==> src/rtl/midori_round_linear_if.sv <==
// Bus between the Midori-128 datapath and the linear/round-key stage.
// Signals:
//   in_valid  : capture request for state_in/key/round_idx
//   round_idx : round number (1..19 select beta0..beta18, others give zero constant)
//   key       : 128-bit master key
//   state_in  : state after SubCell
//   out_valid : state_out/sub_key hold a new result
//   state_out : MC(SH(state_in)) ^ RK
//   sub_key   : round key used for the captured operation
// master drives the request side, slave is the linear stage itself.
interface midori_round_linear_if;
    logic         in_valid;
    logic [4:0]   round_idx;
    logic [127:0] key;
    logic [127:0] state_in;
    logic         out_valid;
    logic [127:0] state_out;
    logic [127:0] sub_key;

    modport master (
        output in_valid, round_idx, key, state_in,
        input  out_valid, state_out, sub_key
    );

    modport slave (
        input  in_valid, round_idx, key, state_in,
        output out_valid, state_out, sub_key
    );
endinterface

==> src/rtl/midori_round_linear.sv <==
// Midori-128 ShuffleCell + MixColumn + round-key XOR, one registered stage.
// Ports:
//   clk   : system clock, rising edge
//   rst_n : asynchronous active-low reset, clears all outputs
//   bus   : midori_round_linear_if.slave (request inputs, registered results)
// Cell j occupies bits [127-8j -: 8]; column c holds cells 4c..4c+3.
module midori_round_linear (
    input  logic                       clk,
    input  logic                       rst_n,
    midori_round_linear_if.slave       bus
);
    localparam int unsigned SW    = 128;
    localparam int unsigned CW    = 8;
    localparam int unsigned CELLS = 16;
    localparam int unsigned BW    = 16;

    // ShuffleCell source cell for each destination cell, entry 0 in the MSB nibble
    localparam logic [63:0] PERM = {
        4'd0,  4'd10, 4'd5,  4'd15, 4'd14, 4'd4,  4'd11, 4'd1,
        4'd9,  4'd3,  4'd12, 4'd6,  4'd7,  4'd13, 4'd2,  4'd8
    };

    logic [BW-1:0] beta_c;
    logic [SW-1:0] rk_c;
    logic [SW-1:0] sh_c;
    logic [SW-1:0] mc_c;

    // Round constant; indices outside 1..19 yield zero (whitening key)
    always_comb begin
        beta_c = '0;
        case (bus.round_idx)
            5'd1:    beta_c = 16'h15B3;
            5'd2:    beta_c = 16'h78C0;
            5'd3:    beta_c = 16'hA435;
            5'd4:    beta_c = 16'h6213;
            5'd5:    beta_c = 16'h104F;
            5'd6:    beta_c = 16'hD170;
            5'd7:    beta_c = 16'h0266;
            5'd8:    beta_c = 16'h0BCC;
            5'd9:    beta_c = 16'h9481;
            5'd10:   beta_c = 16'h40B8;
            5'd11:   beta_c = 16'h7197;
            5'd12:   beta_c = 16'h228E;
            5'd13:   beta_c = 16'h5130;
            5'd14:   beta_c = 16'hF8CA;
            5'd15:   beta_c = 16'hDF90;
            5'd16:   beta_c = 16'h7C81;
            5'd17:   beta_c = 16'h1C24;
            5'd18:   beta_c = 16'h23B4;
            5'd19:   beta_c = 16'h628A;
            default: beta_c = '0;
        endcase
    end

    // Key generation: beta bit (15-j) lands on the LSB of cell j
    always_comb begin
        rk_c = bus.key;
        for (int j = 0; j < int'(CELLS); j++) begin
            rk_c[SW-CW-CW*j] = bus.key[SW-CW-CW*j] ^ beta_c[BW-1-j];
        end
    end

    // ShuffleCell: out[i] = in[PERM[i]]
    always_comb begin
        sh_c = '0;
        for (int i = 0; i < int'(CELLS); i++) begin
            sh_c[SW-1-CW*i -: CW] = bus.state_in[SW-1-CW*int'(PERM[63-4*i -: 4]) -: CW];
        end
    end

    // MixColumn: each cell becomes column parity XOR itself (= XOR of the other three)
    always_comb begin
        logic [CW-1:0] par;
        mc_c = '0;
        for (int c = 0; c < 4; c++) begin
            par = sh_c[SW-1-CW*(4*c)   -: CW] ^ sh_c[SW-1-CW*(4*c+1) -: CW]
                ^ sh_c[SW-1-CW*(4*c+2) -: CW] ^ sh_c[SW-1-CW*(4*c+3) -: CW];
            for (int r = 0; r < 4; r++) begin
                mc_c[SW-1-CW*(4*c+r) -: CW] = par ^ sh_c[SW-1-CW*(4*c+r) -: CW];
            end
        end
    end

    // Output stage: results load on in_valid and hold otherwise
    always_ff @(posedge clk or negedge rst_n) begin
        if (!rst_n) begin
            bus.out_valid <= 1'b0;
            bus.state_out <= '0;
            bus.sub_key   <= '0;
        end else begin
            bus.out_valid <= bus.in_valid;
            if (bus.in_valid) begin
                bus.state_out <= mc_c ^ rk_c;
                bus.sub_key   <= rk_c;
            end
        end
    end
endmodule

==> src/flat_wrapper.sv <==
// flat-port wrapper written by rule: the top's interface ports become plain ports
module midori_round_linear_flat 
  (clk, rst_n, bus_in_valid, bus_round_idx, bus_key, bus_state_in, bus_out_valid, bus_state_out, bus_sub_key);
  midori_round_linear_if bus_i ();
  input  logic clk;
  input  logic rst_n;
  input wire logic [$bits(bus_i.in_valid)-1:0] bus_in_valid;
  input wire logic [$bits(bus_i.round_idx)-1:0] bus_round_idx;
  input wire logic [$bits(bus_i.key)-1:0] bus_key;
  input wire logic [$bits(bus_i.state_in)-1:0] bus_state_in;
  output wire logic [$bits(bus_i.out_valid)-1:0] bus_out_valid;
  output wire logic [$bits(bus_i.state_out)-1:0] bus_state_out;
  output wire logic [$bits(bus_i.sub_key)-1:0] bus_sub_key;
  assign bus_i.in_valid = bus_in_valid;
  assign bus_i.round_idx = bus_round_idx;
  assign bus_i.key = bus_key;
  assign bus_i.state_in = bus_state_in;
  assign bus_out_valid = bus_i.out_valid;
  assign bus_state_out = bus_i.state_out;
  assign bus_sub_key = bus_i.sub_key;
  midori_round_linear u_core (.clk(clk), .rst_n(rst_n), .bus(bus_i));
endmodule
==> config.mk <==
export PLATFORM = sky130hd
export DESIGN_NAME = midori_round_linear_flat
export DESIGN_NICKNAME = d
export VERILOG_FILES = /design/src/rtl/midori_round_linear_if.sv /design/src/rtl/midori_round_linear.sv /design/src/flat_wrapper.sv
export SDC_FILE = /design/constraint.sdc
export NUM_CORES = 1
export LEC_CHECK = 0
export ABC_AREA = 1
export ABC_CLOCK_PERIOD_IN_PS = 800
export BUFFER_PORTS_ARGS = -buffer_cell sky130_fd_sc_hd__buf_2
export CORE_AREA = 2 2 205 207
export CTS_BUF_LIST = sky130_fd_sc_hd__clkbuf_16
export DETAILED_ROUTE_END_ITERATION = 16
export DIE_AREA = 0 0 207 209
export PLACE_DENSITY = 0.66
export SYNTH_ARGS = -nofsm -noshare
export SYNTH_HDL_FRONTEND = slang
export SYNTH_SLANG_ARGS = --single-unit
==> constraint.sdc <==
create_clock -name clk -period 0.8 [get_ports clk]
set_input_delay 0.2 -clock clk [delete_from_list [all_inputs] [get_ports clk]]
set_output_delay 0.2 -clock clk [all_outputs]
set_load 0.1 [all_outputs]
==> results of run 1 <==
==> final timing paths <==
kind	endpoint	slack (ns)	cells after the start
hold reg to reg	u_core.bus.sub_key[81]	0.55	2
min in group asynchronous	u_core.bus.sub_key[127]	0.07	2
hold / removal	u_core.bus.sub_key[119]	-0.03	4
setup / recovery	bus_state_out[118]	-0.68	1
setup reg to reg	u_core.bus.state_out[91]	-0.12	4
max in group asynchronous	u_core.bus.state_out[41]	0.17	4
==> cells in the final DEF (no fill, tap or decap), types with 7 or more instances in the layout <==
master / netlist / layout
dlygate4sd3_1: 0 / 115
inv_1: 140 / 137
nand4_1: 19 / 19
xnor2_4: 0 / 27
buf_12: 0 / 290
nand3_2: 0 / 30
clkbuf_16: 0 / 31
clkinv_1: 1 / 8
buf_2: 12 / 224
xor2_2: 0 / 11
nand2_4: 0 / 14
diode_2: 0 / 12
nand2_1: 941 / 834
buf_4: 2 / 236
buf_6: 1 / 31
nand2_2: 1 / 93
nand3_1: 214 / 183
dfrtp_4: 0 / 257
ha_4: 0 / 7
o21ai_2: 1 / 8
o21ai_1: 7 / 27
or2_2: 28 / 27
xnor2_2: 0 / 38
dlymetal6s4s_1: 0 / 9
nor2_1: 15 / 12
xnor2_1: 149 / 84
xor2_1: 64 / 53
==> area by class of cell <==
cell class                 count  area (um^2)  area share
tap                          539          674      0.0234
clock buffer                  31          776      0.0269
antenna                       12         30.0     0.00104
multi-input combinational   1496         8810       0.306
sequential                   257         7400       0.257
clock inverter                22          149     0.00517
timing repair buffer         910        10400       0.361
inverter                     142          563      0.0196
timing repair inverter         1         7.51    0.000261
==> where the power goes <==
part	internal, mW	switching (mW)	total, mW	leakage, nW
combinational	11.7	19.7	31.4	10.8
sequential	15.8	2.07	17.9	2.83
clock	7.57	5.84	13.4	0.469
total	35.1	27.6	62.7	14.1
==> worst reg2reg max path: stages (launching register included) <==
cell and delay (ns):
dfrtp_4 0.50, buf_6 0.12, buf_6 0.10, nand2_2 0.04, nand2_1 0.05
==> cells by family after synthesis <==
family	after synthesis
fa+ha+maj	9
simple gates	1223
buf+inv	207
xor+xnor	213
flops	257
compound gates	51
==> cell usage after synthesis (all sizes together), types with 5 or more instances <==
cell type	count	area (um^2)
clkbuf	47	176
or2	28	175
buf	18	97.6
o21ai	37	189
inv	141	529
nand3	214	1070
dfrtp	257	6430
nand2	942	3540
nand4	19	119
xor2	64	561
xnor2	149	1310
ha	9	113
nor2	15	56.3
nand3b	5	37.5
==> timing repair <==
item                                    CTS  global route
buffers inserted                         16            21
resized for setup                       100           139
hold buffers                            126             4
endpoints found under the setup margin  289           339
gates cloned                              1             0
pin swaps                                60            76
hold endpoints to repair                423             5
==> through the flow <==
| stage | TNS, ns | area (um^2) | setup slack (ns) |
|---|---|---|---|
| 6_report | -169.15 | 28800 | -0.685 |
| 3_3_place_gp | -93.96 | 25500 | -0.831 |
| 2_1_floorplan | -32.54 | 16300 | -0.537 |
| 3_5_place_dp | -101.32 | 25500 | -0.875 |
| 5_1_grt | -179.07 | 28800 | -0.707 |
| 4_1_cts | -173.62 | 28200 | -0.708 |
==> registers in the layout, indices dropped and copies added, names as in the netlist <==
name                  flops
u_core.bus.out_valid      1
u_core.bus.sub_key      128
u_core.bus.state_out    128
==> metal layers <==
layer / wire, um / GRT usage / vias to the layer above
met4: 3200 / 0.118 / 2
li1: - / - / 7843
met1: 21800 / 0.292 / 7979
met5: 13 / 0 / -
met3: 4830 / 0.0721 / 186
met2: 31500 / 0.474 / 700
==> flow_summary.html, run 1 <==
<table>
<tr><th>Metric</th><th>Value</th></tr>
<tr><th colspan="2">Worst setup path</th></tr>
<tr><td>Stage delay of the slowest cell on the critical path</td><td>0.52 ns</td></tr>
<tr><td>Critical-path maximum fanout</td><td>2</td></tr>
<tr><td>Buffers &amp; Inverters on Critical Path</td><td>1</td></tr>
<tr><td>Startpoint type of the worst setup path</td><td>register</td></tr>
<tr><td>Cell type of the slowest stage on the worst timing path</td><td>dfrtp_4</td></tr>
<tr><td>Endpoint class of the critical path</td><td>primary output</td></tr>
<tr><td>Data required time of the critical path</td><td>0.60 ns</td></tr>
<tr><td>Cells traversed along the worst timing path</td><td>buf_12</td></tr>
<tr><td>Delay-heaviest family, CP</td><td>flip-flops</td></tr>
<tr><td>Data arrival, critical path</td><td>1.28 ns</td></tr>
<tr><td>Startpoint of the most critical setup path</td><td>u_core.bus.state_out[118]</td></tr>
<tr><td>Crit Path Class</td><td>reg -&gt; out</td></tr>
<tr><td>Worst reg2reg path startpoint</td><td>u_core.bus.state_out[91]</td></tr>
<tr><th colspan="2">Cells and area</th></tr>
<tr><td>Final Instance Count excl. Fillers</td><td>3,410</td></tr>
<tr><td>Share of post-route cells with drive strength above 1</td><td>0.476</td></tr>
<tr><td>Final nets</td><td>3,111</td></tr>
<tr><td>Post-route core utilization</td><td>0.697</td></tr>
<tr><td>Area delta synth-&gt;final</td><td>98.6%</td></tr>
<tr><td>Filler instances</td><td>2,852</td></tr>
<tr><th colspan="2">Floorplan</th></tr>
<tr><td>Number of primary I/O pins</td><td>521</td></tr>
<tr><td>Initial core utilization</td><td>0.351</td></tr>
<tr><td>Vertical extent of the die</td><td>209 um</td></tr>
<tr><td>Row Count</td><td>75</td></tr>
<tr><td>Total die area</td><td>43,300 um^2</td></tr>
<tr><td>Area of the core</td><td>41,300 um^2</td></tr>
<tr><td>Horiz. Die Dim</td><td>207 um</td></tr>
<tr><th colspan="2">Yosys</th></tr>
<tr><td>Synth cell types</td><td>28</td></tr>
<tr><td>Net count of the mapped netlist</td><td>2,233</td></tr>
<tr><td>Synthesis-stage register bit count</td><td>257</td></tr>
<tr><td>Multiplexer share of the synthesized area</td><td>0</td></tr>
<tr><td>Compound-cell area share of the yosys netlist</td><td>0.0193</td></tr>
<tr><td>Arithmetic-cell share of the synthesized area counting full adders, half adders and majority gates</td><td>0.00777</td></tr>
<tr><td>Synth Instances</td><td>1,960</td></tr>
<tr><td>Xor and xnor area share after synthesis</td><td>0.129</td></tr>
<tr><td>Share of synthesized registers carrying an async set or reset</td><td>1.00</td></tr>
<tr><td>Combinational family with the most area after synthesis</td><td>simple AND/OR/NAND/NOR gates</td></tr>
<tr><td>Combined area of all synthesized cells</td><td>14,500 um^2</td></tr>
<tr><td>YS warnings</td><td>0</td></tr>
<tr><td>Dominant synthesized flop cell</td><td>dfrtp_1</td></tr>
<tr><td>Portion of the post-synthesis area used by sequential elements</td><td>0.444</td></tr>
<tr><td>EDFF count, synth</td><td>0</td></tr>
<tr><td>Post-synthesis average cell area</td><td>7.39 um^2</td></tr>
<tr><td>Simple-Gate Fraction of Synth Area</td><td>0.345</td></tr>
<tr><th colspan="2">Clock tree</th></tr>
<tr><td>Clock network latency to the later pin of the worst-skew pair</td><td>0.57 ns</td></tr>
<tr><td>Clk slew on worst S/H paths</td><td>0.07 ns</td></tr>
<tr><td>Buffer type at the clock tree root</td><td>clkbuf_16</td></tr>
<tr><td>Maximum clock path buffer count</td><td>3</td></tr>
<tr><td>H-tree depth</td><td>1</td></tr>
<tr><td>Number of CTS-inserted buffers</td><td>30</td></tr>
<tr><td>Clock sink count</td><td>257</td></tr>
<tr><td>Clock tree from TritonCTS</td><td>done</td></tr>
<tr><th colspan="2">Global routing</th></tr>
<tr><td>Vias in the first global route</td><td>17.5k</td></tr>
<tr><td>Global-route wire length before repair</td><td>92,300 um</td></tr>
<tr><td>Total track usage</td><td>0.264</td></tr>
<tr><td>Largest net degree at the start of global routing</td><td>62</td></tr>
<tr><td>Antenna violations before repair</td><td>12</td></tr>
<tr><td>Leftover overflow at the end of global routing</td><td>0</td></tr>
<tr><th colspan="2">Routing</th></tr>
<tr><td>Number of optimization iterations in the first detailed-route pass</td><td>5</td></tr>
<tr><td>DRT iter0 DRCs</td><td>1,144</td></tr>
<tr><td>Detailed-route wire length per cell</td><td>18.0 um</td></tr>
<tr><td>Final antenna-violating net count</td><td>0</td></tr>
<tr><td>Post-Route WL</td><td>61,300 um</td></tr>
<tr><td>Total DRC errors in the routed layout</td><td>0</td></tr>
<tr><td>Vias per Instance</td><td>4.90</td></tr>
<tr><td>Via count</td><td>16.7k</td></tr>
<tr><th colspan="2">Timing</th></tr>
<tr><td>Slew margin rel.</td><td>0.792</td></tr>
<tr><td>Final setup violation count</td><td>306</td></tr>
<tr><td>Fmax achieved</td><td>674 MHz</td></tr>
<tr><td>Min Tclk post-route</td><td>1.48 ns</td></tr>
<tr><td>Period Utilization, post-route</td><td>1.86</td></tr>
<tr><td>Slew @ Worst Pin</td><td>0.311 ns</td></tr>
<tr><td>Final hold viol count</td><td>2</td></tr>
<tr><td>Final Hold Slack</td><td>-0.0295 ns</td></tr>
<tr><td>Slew Limit Fails</td><td>0</td></tr>
<tr><td>Setup repair after global routing missed its margin</td><td>true</td></tr>
<tr><td>Min setup slack post-route</td><td>-0.685 ns</td></tr>
<tr><td>Worst Clk Skew</td><td>0 ns</td></tr>
<tr><th colspan="2">Run status</th></tr>
<tr><td>Failing checks</td><td>negative hold slack, negative setup slack</td></tr>
<tr><td>Outcome</td><td>finished with violations</td></tr>
<tr><th colspan="2">Flow run</th></tr>
<tr><td>Max-capacitance violation count</td><td>0</td></tr>
<tr><th colspan="2">Pwr</th></tr>
<tr><td>Pwr Total</td><td>62.7 mW</td></tr>
<tr><td>Total leakage power</td><td>14.1 nW</td></tr>
<tr><td>Worst VDD drop</td><td>1.92 mV</td></tr>
<tr><td>Power per cell area</td><td>2180 nW/um^2</td></tr>
<tr><th colspan="2">Place</th></tr>
<tr><td>Port Buf Inserts</td><td>520</td></tr>
<tr><td>Dpl hpwl</td><td>44,500 um</td></tr>
<tr><td>Total instance count after detailed placement</td><td>3,221</td></tr>
<tr><td>Last weighted congestion value of the routability-driven placer</td><td>0.914</td></tr>
<tr><th colspan="2">Hold path</th></tr>
<tr><td>Path type of the worst min-delay path</td><td>in -&gt; reg</td></tr>
<tr><td>Hold path startpoint</td><td>bus_key[119]</td></tr>
</table>
(Power assumes the default switching activity.)
==> run 2, diff against run 1 <==
Settings changed: CTS_BUF_LIST sky130_fd_sc_hd__clkbuf_16 to not set.
==> flow_summary.html, run 2 (synthesized netlist as in run 1, its figures left out) <==
<table>
<tr><th>Metric</th><th>Value</th></tr>
<tr><th colspan="2">Run status</th></tr>
<tr><td>Outcome</td><td>finished with violations</td></tr>
<tr><td>Failing checks</td><td>negative hold slack, negative setup slack</td></tr>
<tr><th colspan="2">Clock tree</th></tr>
<tr><td>Number of CTS-inserted buffers</td><td>30 (unchanged)</td></tr>
<tr><td>H-tree depth</td><td>1 (unchanged)</td></tr>
<tr><td>Clk slew on worst S/H paths</td><td>0.07 ns (about the same)</td></tr>
<tr><td>Clock tree from TritonCTS</td><td>done</td></tr>
<tr><td>Maximum clock path buffer count</td><td>3 (unchanged)</td></tr>
<tr><td>Clock network latency to the later pin of the worst-skew pair</td><td>0.57 ns (about the same)</td></tr>
<tr><td>Clock sink count</td><td>257 (unchanged)</td></tr>
<tr><td>Buffer type at the clock tree root</td><td>clkbuf_16</td></tr>
<tr><th colspan="2">Timing</th></tr>
<tr><td>Slew @ Worst Pin</td><td>0.316 ns (+0.00545 ns)</td></tr>
<tr><td>Min setup slack post-route</td><td>-0.682 ns (+0.00263 ns)</td></tr>
<tr><td>Total negative setup slack</td><td>-169.78 ns (-0.627 ns)</td></tr>
<tr><td>Slew Limit Fails</td><td>0 (unchanged)</td></tr>
<tr><td>Min Tclk post-route</td><td>1.48 ns (-0.00263 ns)</td></tr>
<tr><td>Final Hold Slack</td><td>-0.0341 ns (-0.00460 ns)</td></tr>
<tr><td>Fmax achieved</td><td>675 MHz (+0.18%)</td></tr>
<tr><td>Period Utilization, post-route</td><td>1.85 (-0.00329)</td></tr>
<tr><td>Setup repair after global routing missed its margin</td><td>true</td></tr>
<tr><td>Final setup violation count</td><td>306 (unchanged)</td></tr>
<tr><td>Final hold viol count</td><td>2 (unchanged)</td></tr>
<tr><td>Worst Clk Skew</td><td>0 ns (unchanged)</td></tr>
<tr><td>Slew margin rel.</td><td>0.788 (-0.00365)</td></tr>
<tr><th colspan="2">Flow run</th></tr>
<tr><td>Max-capacitance violation count</td><td>0 (unchanged)</td></tr>
<tr><th colspan="2">Routing</th></tr>
<tr><td>Via count</td><td>16.8k (+0.79%)</td></tr>
<tr><td>Detailed-route wire length per cell</td><td>18.0 um (+0.37%)</td></tr>
<tr><td>Final antenna-violating net count</td><td>0 (unchanged)</td></tr>
<tr><td>Total DRC errors in the routed layout</td><td>0 (unchanged)</td></tr>
<tr><td>Number of optimization iterations in the first detailed-route pass</td><td>5 (unchanged)</td></tr>
<tr><td>DRT iter0 DRCs</td><td>1,234 (+7.9%)</td></tr>
<tr><td>Post-Route WL</td><td>61,500 um (+0.40%)</td></tr>
<tr><td>Vias per Instance</td><td>4.94 (+0.76%)</td></tr>
<tr><th colspan="2">Global routing</th></tr>
<tr><td>Global-route wire length before repair</td><td>92,400 um (about the same)</td></tr>
<tr><td>Antenna violations before repair</td><td>12 (unchanged)</td></tr>
<tr><td>Vias in the first global route</td><td>17.5k (+0.26%)</td></tr>
<tr><td>Total track usage</td><td>0.264 (about the same)</td></tr>
<tr><td>Largest net degree at the start of global routing</td><td>62 (unchanged)</td></tr>
<tr><td>Leftover overflow at the end of global routing</td><td>0 (unchanged)</td></tr>
<tr><th colspan="2">Worst setup path</th></tr>
<tr><td>Delay-heaviest family, CP</td><td>flip-flops</td></tr>
<tr><td>Worst reg2reg path startpoint</td><td>u_core.bus.state_out[91]</td></tr>
<tr><td>Startpoint type of the worst setup path</td><td>register</td></tr>
<tr><td>Data required time of the critical path</td><td>0.60 ns (about the same)</td></tr>
<tr><td>Cell type of the slowest stage on the worst timing path</td><td>dfrtp_4</td></tr>
<tr><td>Critical-path maximum fanout</td><td>2 (unchanged)</td></tr>
<tr><td>Cells traversed along the worst timing path</td><td>buf_12</td></tr>
<tr><td>Startpoint of the most critical setup path</td><td>u_core.bus.state_out[118]</td></tr>
<tr><td>Stage delay of the slowest cell on the critical path</td><td>0.52 ns (about the same)</td></tr>
<tr><td>Buffers &amp; Inverters on Critical Path</td><td>1 (unchanged)</td></tr>
<tr><td>Crit Path Class</td><td>reg -&gt; out</td></tr>
<tr><td>Endpoint class of the critical path</td><td>primary output</td></tr>
<tr><td>Data arrival, critical path</td><td>1.28 ns (about the same)</td></tr>
<tr><th colspan="2">Place</th></tr>
<tr><td>Last weighted congestion value of the routability-driven placer</td><td>0.914 (unchanged)</td></tr>
<tr><td>Port Buf Inserts</td><td>520 (unchanged)</td></tr>
<tr><td>Post-place instance area</td><td>25,500 um^2 (unchanged)</td></tr>
<tr><td>Dpl hpwl</td><td>44,500 um (unchanged)</td></tr>
<tr><th colspan="2">Hold path</th></tr>
<tr><td>Hold path startpoint</td><td>bus_key[119]</td></tr>
<tr><td>Path type of the worst min-delay path</td><td>in -&gt; reg</td></tr>
<tr><th colspan="2">Pwr</th></tr>
<tr><td>Switching power</td><td>27.6 mW (about the same)</td></tr>
<tr><td>Pwr Total</td><td>63.5 mW (+1.3%)</td></tr>
<tr><td>Net switching fraction of the power</td><td>0.434 (-0.00577)</td></tr>
<tr><td>Cell internal power dissipation</td><td>35.9 mW (+2.4%)</td></tr>
<tr><td>Worst VDD drop</td><td>1.93 mV (+0.18%)</td></tr>
<tr><td>Comb power frac</td><td>0.494 (-0.007)</td></tr>
<tr><td>Power per cell area</td><td>2200 nW/um^2 (+1.1%)</td></tr>
<tr><td>Fraction of power consumed by sequential logic</td><td>0.282 (-0.003)</td></tr>
<tr><td>Total leakage power</td><td>14.1 nW (about the same)</td></tr>
<tr><td>Clock power frac</td><td>0.224 (+0.010)</td></tr>
<tr><th colspan="2">Cells and area</th></tr>
<tr><td>Commonest non-fill, non-tap cells in the layout</td><td>834 x nand2_1, 290 x buf_12, 257 x dfrtp_4</td></tr>
<tr><td>Largest registers</td><td>u_core.bus.state_out (128), u_core.bus.sub_key (128), u_core.bus.out_valid (1)</td></tr>
<tr><td>Share of post-route cells with drive strength above 1</td><td>0.478 (+0.00175)</td></tr>
<tr><td>Final std cell area, no fill</td><td>28,800 um^2 (+0.18%)</td></tr>
<tr><td>Final nets</td><td>3,111 (unchanged)</td></tr>
<tr><td>Leading cell type in the layout, fill and taps excluded</td><td>nand2_1</td></tr>
<tr><td>Area delta synth-&gt;final</td><td>99.0%</td></tr>
<tr><th colspan="2">Floorplan</th></tr>
<tr><td>Area of the core</td><td>41,300 um^2 (unchanged)</td></tr>
<tr><td>Horiz. Die Dim</td><td>207 um (unchanged)</td></tr>
<tr><td>Total die area</td><td>43,300 um^2 (unchanged)</td></tr>
<tr><td>Vertical extent of the die</td><td>209 um (unchanged)</td></tr>
<tr><td>Initial core utilization</td><td>0.351 (unchanged)</td></tr>
<tr><td>Row Count</td><td>75 (unchanged)</td></tr>
<tr><td>Number of primary I/O pins</td><td>521 (unchanged)</td></tr>
</table>
## run 2: worst paths after layout
path                                                 end  slack [ns]  cells past startpoint
worst max-delay path                  bus_state_out[118]       -0.68                      1
worst min-delay path             u_core.bus.sub_key[119]       -0.03                      4
worst max register to register  u_core.bus.state_out[91]       -0.13                      4
worst min register to register    u_core.bus.sub_key[81]        0.55                      2
max in group asynchronous       u_core.bus.state_out[26]        0.17                      4
min in group asynchronous        u_core.bus.sub_key[127]        0.07                      2
## run 2: repair_timing
action,4_1_cts,5_1_grt
resized for setup,96,137
buffers inserted,15,21
setup endpoints to repair,289,339
hold endpoints to repair,423,5
cloned,1,0
hold buffers,126,4
pin swaps,60,80
## run 2: through the flow
| step | hold slack (ns) | util | setup slack [ns] | std cells |
|---|---|---|---|---|
| finish | -0.0341 | 0.698 | -0.682 | 3411 |
| global route | 0.00444 | 0.698 | -0.708 | 3408 |
| CTS | -0.0418 | 0.683 | -0.707 | 3416 |
| detailed placement | 0.0752 | 0.617 | -0.875 | 3221 |
| global placement | 0.0746 | 0.617 | -0.831 | 3221 |
| floorplan | -0.0956 | - | -0.537 | 1960 |
## run 2: power by group through the flow
stage,Sequential (mW),Combinational [mW],Clock [mW]
3_5_place_dp,18.1,29.7,0
2_1_floorplan,29.7,5.19,0
4_1_cts,17.8,30.6,14.3
3_3_place_gp,18.0,29.3,0
6_report,17.9,31.4,14.2
5_1_grt,18.1,32.6,14.9
## run 2: layout make-up
class / count / area [um^2]
timing repair buffer: 910 / 10400
antenna: 13 / 32.5
clock inverter: 9 / 100
multi-input combinational: 1496 / 8780
timing repair inverter: 1 / 7.51
sequential: 257 / 7400
tap: 539 / 674
clock buffer: 44 / 905
fill: 2843 / 12500
inverter: 142 / 563
## run 2: routing by layer
metal / up-vias / track usage / wire [um]
met4: 2 / 0.130 / 3390
met3: 215 / 0.0717 / 4960
met2: 717 / 0.469 / 31300
met5: - / 0 / 13
met1: 8053 / 0.292 / 21800
li1: 7855 / - / -
